$ cat src/rtl/mem_access_ctrl_if.sv
// CPU-side request/response and byte-wide memory bus of the memory access controller.
// The controller connects through the slave modport; the CPU/memory environment uses master.
interface mem_access_ctrl_if #(
  parameter int ADDR_W = 32
);
  logic              req;
  logic              we;
  logic [1:0]        size;
  logic              sign_ext;
  logic [ADDR_W-1:0] addr;
  logic [31:0]       wdata;
  logic              busy;
  logic              done;
  logic              misaligned;
  logic [31:0]       rdata;
  logic [ADDR_W-1:0] mem_addr;
  logic [7:0]        mem_wdata;
  logic              mem_we;
  logic              mem_re;
  logic [7:0]        mem_rdata;

  modport slave (
    input  req, we, size, sign_ext, addr, wdata, mem_rdata,
    output busy, done, misaligned, rdata, mem_addr, mem_wdata, mem_we, mem_re
  );

  modport master (
    output req, we, size, sign_ext, addr, wdata, mem_rdata,
    input  busy, done, misaligned, rdata, mem_addr, mem_wdata, mem_we, mem_re
  );
endinterface

$ cat src/rtl/mem_access_ctrl.sv
// Splits byte/halfword/word CPU loads and stores into little-endian byte transfers
// on a byte-wide memory, with alignment checking and load sign extension.
module mem_access_ctrl #(
  parameter int ADDR_W = 32
) (
  input  logic            clk,
  input  logic            rst_n,
  mem_access_ctrl_if.slave bus
);

  localparam logic [1:0] IDLE = 2'd0;
  localparam logic [1:0] XFER = 2'd1;
  localparam logic [1:0] DONE = 2'd2;

  logic [1:0]        state;
  logic [1:0]        k;
  logic [1:0]        k_next;
  logic [1:0]        last_k;
  logic              we_q;
  logic              sext_q;
  logic              misal_q;
  logic              misal_in;
  logic [1:0]        size_q;
  logic [ADDR_W-1:0] addr_q;
  logic [ADDR_W-1:0] mem_addr_q;
  logic [31:0]       wdata_q;
  logic [31:0]       asm_q;
  logic [31:0]       asm_next;
  logic [31:0]       load_val;
  logic [31:0]       rdata_q;
  logic [7:0]        mem_wdata_q;

  always_comb begin
    misal_in = 1'b0;
    case (bus.size)
      2'b00:   misal_in = 1'b0;
      2'b01:   misal_in = bus.addr[0];
      default: misal_in = (bus.addr[1:0] != 2'b00);
    endcase
  end

  always_comb begin
    last_k = 2'd3;
    case (size_q)
      2'b00:   last_k = 2'd0;
      2'b01:   last_k = 2'd1;
      default: last_k = 2'd3;
    endcase
  end

  assign k_next = k + 2'd1;

  // Load result includes the byte arriving in the final XFER cycle, so rdata is ready in DONE.
  always_comb begin
    asm_next = asm_q;
    asm_next[{k, 3'b000} +: 8] = bus.mem_rdata;
    load_val = asm_next;
    case (size_q)
      2'b00:   load_val = {{24{sext_q & asm_next[7]}},  asm_next[7:0]};
      2'b01:   load_val = {{16{sext_q & asm_next[15]}}, asm_next[15:0]};
      default: load_val = asm_next;
    endcase
  end

  always_ff @(posedge clk or negedge rst_n) begin
    if (!rst_n) begin
      state       <= IDLE;
      k           <= 2'd0;
      we_q        <= 1'b0;
      sext_q      <= 1'b0;
      misal_q     <= 1'b0;
      size_q      <= 2'b00;
      addr_q      <= '0;
      wdata_q     <= 32'd0;
      asm_q       <= 32'd0;
      rdata_q     <= 32'd0;
      mem_addr_q  <= '0;
      mem_wdata_q <= 8'd0;
    end else begin
      case (state)
        IDLE: begin
          if (bus.req) begin
            we_q    <= bus.we;
            size_q  <= bus.size;
            sext_q  <= bus.sign_ext;
            addr_q  <= bus.addr;
            wdata_q <= bus.wdata;
            misal_q <= misal_in;
            k       <= 2'd0;
            if (misal_in) begin
              state <= DONE;
              if (!bus.we) rdata_q <= 32'd0;
            end else begin
              state      <= XFER;
              mem_addr_q <= bus.addr;
              if (bus.we) mem_wdata_q <= bus.wdata[7:0];
            end
          end
        end
        XFER: begin
          if (!we_q) asm_q <= asm_next;
          if (k == last_k) begin
            state <= DONE;
            if (!we_q) rdata_q <= load_val;
          end else begin
            k          <= k_next;
            mem_addr_q <= addr_q + ADDR_W'(k_next);
            if (we_q) mem_wdata_q <= wdata_q[{k_next, 3'b000} +: 8];
          end
        end
        DONE:    state <= IDLE;
        default: state <= IDLE;
      endcase
    end
  end

  assign bus.busy       = (state != IDLE);
  assign bus.done       = (state == DONE);
  assign bus.misaligned = (state == DONE) & misal_q;
  assign bus.mem_we     = (state == XFER) & we_q;
  assign bus.mem_re     = (state == XFER) & ~we_q;
  assign bus.rdata      = rdata_q;
  assign bus.mem_addr   = mem_addr_q;
  assign bus.mem_wdata  = mem_wdata_q;

endmodule

$ cat src/flat_wrapper.sv
// flat-port wrapper written by rule: the top's interface ports become plain ports
module mem_access_ctrl_flat 
#(
  parameter int ADDR_W = 32
)
  (clk, rst_n, bus_req, bus_we, bus_size, bus_sign_ext, bus_addr, bus_wdata, bus_mem_rdata, bus_busy, bus_done, bus_misaligned, bus_rdata, bus_mem_addr, bus_mem_wdata, bus_mem_we, bus_mem_re);
  mem_access_ctrl_if #(.ADDR_W(ADDR_W)) bus_i ();
  input  logic clk;
  input  logic rst_n;
  input wire logic [$bits(bus_i.req)-1:0] bus_req;
  input wire logic [$bits(bus_i.we)-1:0] bus_we;
  input wire logic [$bits(bus_i.size)-1:0] bus_size;
  input wire logic [$bits(bus_i.sign_ext)-1:0] bus_sign_ext;
  input wire logic [$bits(bus_i.addr)-1:0] bus_addr;
  input wire logic [$bits(bus_i.wdata)-1:0] bus_wdata;
  input wire logic [$bits(bus_i.mem_rdata)-1:0] bus_mem_rdata;
  output wire logic [$bits(bus_i.busy)-1:0] bus_busy;
  output wire logic [$bits(bus_i.done)-1:0] bus_done;
  output wire logic [$bits(bus_i.misaligned)-1:0] bus_misaligned;
  output wire logic [$bits(bus_i.rdata)-1:0] bus_rdata;
  output wire logic [$bits(bus_i.mem_addr)-1:0] bus_mem_addr;
  output wire logic [$bits(bus_i.mem_wdata)-1:0] bus_mem_wdata;
  output wire logic [$bits(bus_i.mem_we)-1:0] bus_mem_we;
  output wire logic [$bits(bus_i.mem_re)-1:0] bus_mem_re;
  assign bus_i.req = bus_req;
  assign bus_i.we = bus_we;
  assign bus_i.size = bus_size;
  assign bus_i.sign_ext = bus_sign_ext;
  assign bus_i.addr = bus_addr;
  assign bus_i.wdata = bus_wdata;
  assign bus_i.mem_rdata = bus_mem_rdata;
  assign bus_busy = bus_i.busy;
  assign bus_done = bus_i.done;
  assign bus_misaligned = bus_i.misaligned;
  assign bus_rdata = bus_i.rdata;
  assign bus_mem_addr = bus_i.mem_addr;
  assign bus_mem_wdata = bus_i.mem_wdata;
  assign bus_mem_we = bus_i.mem_we;
  assign bus_mem_re = bus_i.mem_re;
  mem_access_ctrl #(.ADDR_W(ADDR_W)) u_core (.clk(clk), .rst_n(rst_n), .bus(bus_i));
endmodule
$ cat config.mk
export PLATFORM = sky130hd
export DESIGN_NAME = mem_access_ctrl_flat
export DESIGN_NICKNAME = d
export VERILOG_FILES = /design/src/rtl/mem_access_ctrl_if.sv /design/src/rtl/mem_access_ctrl.sv /design/src/flat_wrapper.sv
export SDC_FILE = /design/constraint.sdc
export NUM_CORES = 1
export LEC_CHECK = 0
export ABC_CLOCK_PERIOD_IN_PS = 3100
export CAP_MARGIN = 5
export CORE_ASPECT_RATIO = 1.75
export CORE_MARGIN = 2
export CORE_UTILIZATION = 54
export CTS_BUF_LIST = sky130_fd_sc_hd__clkbuf_2
export CTS_CLUSTER_SIZE = 12
export DETAILED_ROUTE_END_ITERATION = 6
export GPL_TIMING_DRIVEN = 0
export PLACE_DENSITY_LB_ADDON = 0.15
export SLEW_MARGIN = 10
export SYNTH_ARGS = -nofsm -noshare
export SYNTH_HDL_FRONTEND = slang
export SYNTH_SLANG_ARGS = --single-unit
$ cat constraint.sdc
create_clock -name clk -period 3.1 [get_ports clk]
set_input_delay 0.62 -clock clk [delete_from_list [all_inputs] [get_ports clk]]
set_output_delay 0.62 -clock clk [all_outputs]
set_load 0.02 [all_outputs]
==> results.md <==
- CTS tree: yes
- Synth area leaders: dfrtp_1, nand2_1, o21ai_0
- Vias: ~7200
- XOR/XNOR Fraction of Synth Area: between 2 and 3%
- Fin Hold WS: approximately 320 ps
- Post-layout util: between 60% and 70%
- Post-Route WL: about 23000 microns
- Starting Density: 55.14%
- Worst Tran Pin Value: 822.2 ps
- Final setup violating endpoints: 0
- Synth async-reset ratio: 100.0%
- VDD IR max: ~0.00056 V
- Startpoint Class: register
- Clock Skews: around 46 ps
- Netlist cell types: 62
- Sequential area share after synthesis: between 50% and 60%
- Fin nets: 1160
- Simple-gate share of the synthesized area: a little over a fifth
- Io pins: 156
- Top cell type's share of synthesized area: about 52%
- Cells after Synth: about 900
- Max-slew headroom: between 40% and 50%
- Compound-Gate Fraction of Synth Area: approximately 12%
- Longest Clk Path Bufs: 2
- Tcrit/Tclk final: approximately 96%
- Worst EP arrival: 2360 ps
- Layout cells sized above 1: under 10%
- Yosys top cell by area: dfrtp_1
- Flops & latches, synth: ~180
- Later-pin clock latency in the skew report: ~770 ps
- Synth Cell Area: ~8500 sq um
- Vias per cell: roughly 5.7
- Port-buffer cells: between 150 and 200
- Final hold violation count: 0
- Power per cell area: ~990 nW/um^2
- Htree depth: 4
- Total CTS buffers: 17
- Status: complete, no violations
- Post-route ant nets: 0
- Global-route usage over all layers: between 20% and 30%
- Largest net degree at the start of global routing: between 100 and 150
- EDFF count, synth: 0
- First-pass GRT wire length: ~37000 microns
- CTS clk-pin slew, worst paths: slightly below 300 ps
- GP Congestion: approximately 0.92
- Syn Area/Cell: between 9 and 10 sq um
- Chip width: between 90 and 100 microns
- Vias in the first global route: slightly above 7000
- Max Freq: around 0.34 GHz
- Iter 0 DRT Violations: just under 400
- Area delta synth->final: 24.83%
- CP Max Fanout: 19
- CP required: 2480 ps
- Core Rows: 60
- Die Y: between 150 and 200 microns
- Fin. max-slew vios: 0
- Syn_nets: approximately 990
- Max-cap violations: 0
- Antenna violations before repair: 1
- HPWL after DPL: approximately 17000 microns
- Remaining Overflow, GRT: 0
- Crit end category: output port
- Mux cell area share after synthesis: ~5%
- Fill cells: approximately 1300
- Clk sinks: 177
- Min-delay worst type: in2async
- Largest family of logic cells by synthesized area: simple AND/OR/NAND/NOR gates
- Synth warn: 0
- Crit path time final: slightly below 3000 ps
- DRT Pass-1 Iters: 5
- CTS root buf: clkbuf_2
- DR WL/cell: between 15 and 20 microns
- Setup CP Type: reg2out
- RSZ-0062 raised after global routing: false
- Post-synthesis adder-cell area fraction: under 10%
- Core area: 15390 sq um
- DR DRC count: 0
- Die ar.: about 17000 sq um
- Static Leak: between 4 and 5 nW
- Ys flop type: dfrtp_1
- Setup bufs post-CTS: 0
[synth_stat cells (all sizes together) (12+ instances only)]
master,number
clkbuf,33
mux2,18
o221ai,12
buf,21
inv,23
nand2,298
o21ai,48
nor2b,16
nor2,43
a21oi,28
nand3,20
xnor2,20
a221o,16
dfrtp,177
[per-layer routing]
metal  up-vias  global-route usage (%)  share of wire [%]  wire length (microns)
met4         0                   15.01                4.9                   1139
met5         -                       0                  0                      0
met3        65                   4.682                4.8                   1118
met1      3518                   31.82                 37                   8545
met2       232                   51.41                 54                  12460
li1       3410                       -                  -                      -
[timing repair]
item                       in CTS  in global routing
hold buffers                    1                  0
hold endpoints to repair       67                  0
resized for setup               8                  5
setup endpoints to repair      16                 14
[registers in the layout, indices dropped and copies added (netlist names)]
| register | count |
|---|---|
| u_core.bus.mem_addr | 32 |
| u_core.k | 2 |
| u_core.state | 2 |
| u_core.size_q | 2 |
| u_core.misal_q | 1 |
| u_core.bus.rdata | 32 |
| u_core.addr_q | 32 |
| u_core.we_q | 1 |
| u_core.bus.mem_wdata | 8 |
| u_core.sext_q | 1 |
| u_core.asm_q | 32 |
| u_core.wdata_q | 32 |
[cells in the final DEF (no fill, tap or decap), types with 12 or more instances in the layout]
master and count:
clkbuf_2 20, nand2_1 298, clkdlybuf4s50_1 152, nor2_1 42
nor2b_1 16, o21ai_0 47, dfrtp_1 176, inv_1 23
xnor2_1 20, o221ai_1 12, a21oi_1 27, nand3_1 20
a221o_1 16, clkbuf_1 29
[metrics by stage]
stage / power [mW] / instances / TNS (ps) / cell area, sq um / setup slack [ps]
final: 10.52 / 1274 / 0 / 10590 / 118.9
after CTS: 10.53 / 1274 / 0 / 10570 / 3.473
after detailed placement: 9.274 / 1243 / -911.6 / 10300 / -261.9
after global routing: 11.26 / 1274 / 0 / 10590 / 0.3468
after global placement: 9.140 / 1242 / -1052780 / 10270 / -5960
after floorplan: 7.251 / 901 / 0 / 8486 / 428.5
[final timing paths]
| path | from | cells past startpoint | end | slack [ps] |
|---|---|---|---|---|
| min in group clk | bus_wdata[24] | 3 | u_core.wdata_q[24]$_DFFE_PN0P_ | 350 |
| worst max-delay path | u_core.state[1]$_DFFE_PN0P_ | 4 | bus_mem_re | 120 |
| worst min-delay path | rst_n | 2 | u_core.bus.rdata[25]$_DFFE_PN0P_ | 320 |
| worst max register to register | u_core.k[0]$_DFFE_PN0P_ | 8 | u_core.bus.rdata[21]$_DFFE_PN0P_ | 160 |
| max in group asynchronous | rst_n | 3 | u_core.k[0]$_DFFE_PN0P_ | 1790 |
| worst min register to register | u_core.wdata_q[26]$_DFFE_PN0P_ | 2 | u_core.wdata_q[26]$_DFFE_PN0P_ | 500 |
[worst max-delay path: stages, from the launching register on]
cell and delay (ps):
dfrtp_1 500, nand2b_2 320, nor2_4 210, clkbuf_8 240, dlygate4sd2_1 350
[logic make-up after synthesis]
family	Yosys count
simple gates	428
flops	177
compound gates	153
buf+inv	77
mux	31
xor+xnor	28
fa+ha+maj	7
[final cells by class]
type	instances	area (sq um)	share of cell area (%)
flip-flops and latches	177	4431	41.83
clock buffers	19	95.09	0.8977
clock inverters	13	151.4	1.429
inverters	23	86.33	0.8150
well taps	186	232.7	2.197
diodes	1	2.502	0.02362
plain buffers	51	276.5	2.610
repair buffers	157	1595	15.06
multi-input cells	647	3722	35.14
[report_power, final]
| group | internal (mW) | switching (mW) |
|---|---|---|
| combinational | 2.27 | 2.92 |
| clock | 0.394 | 0.869 |
| sequential | 3.31 | 0.758 |
(Power assumes the default switching activity.)
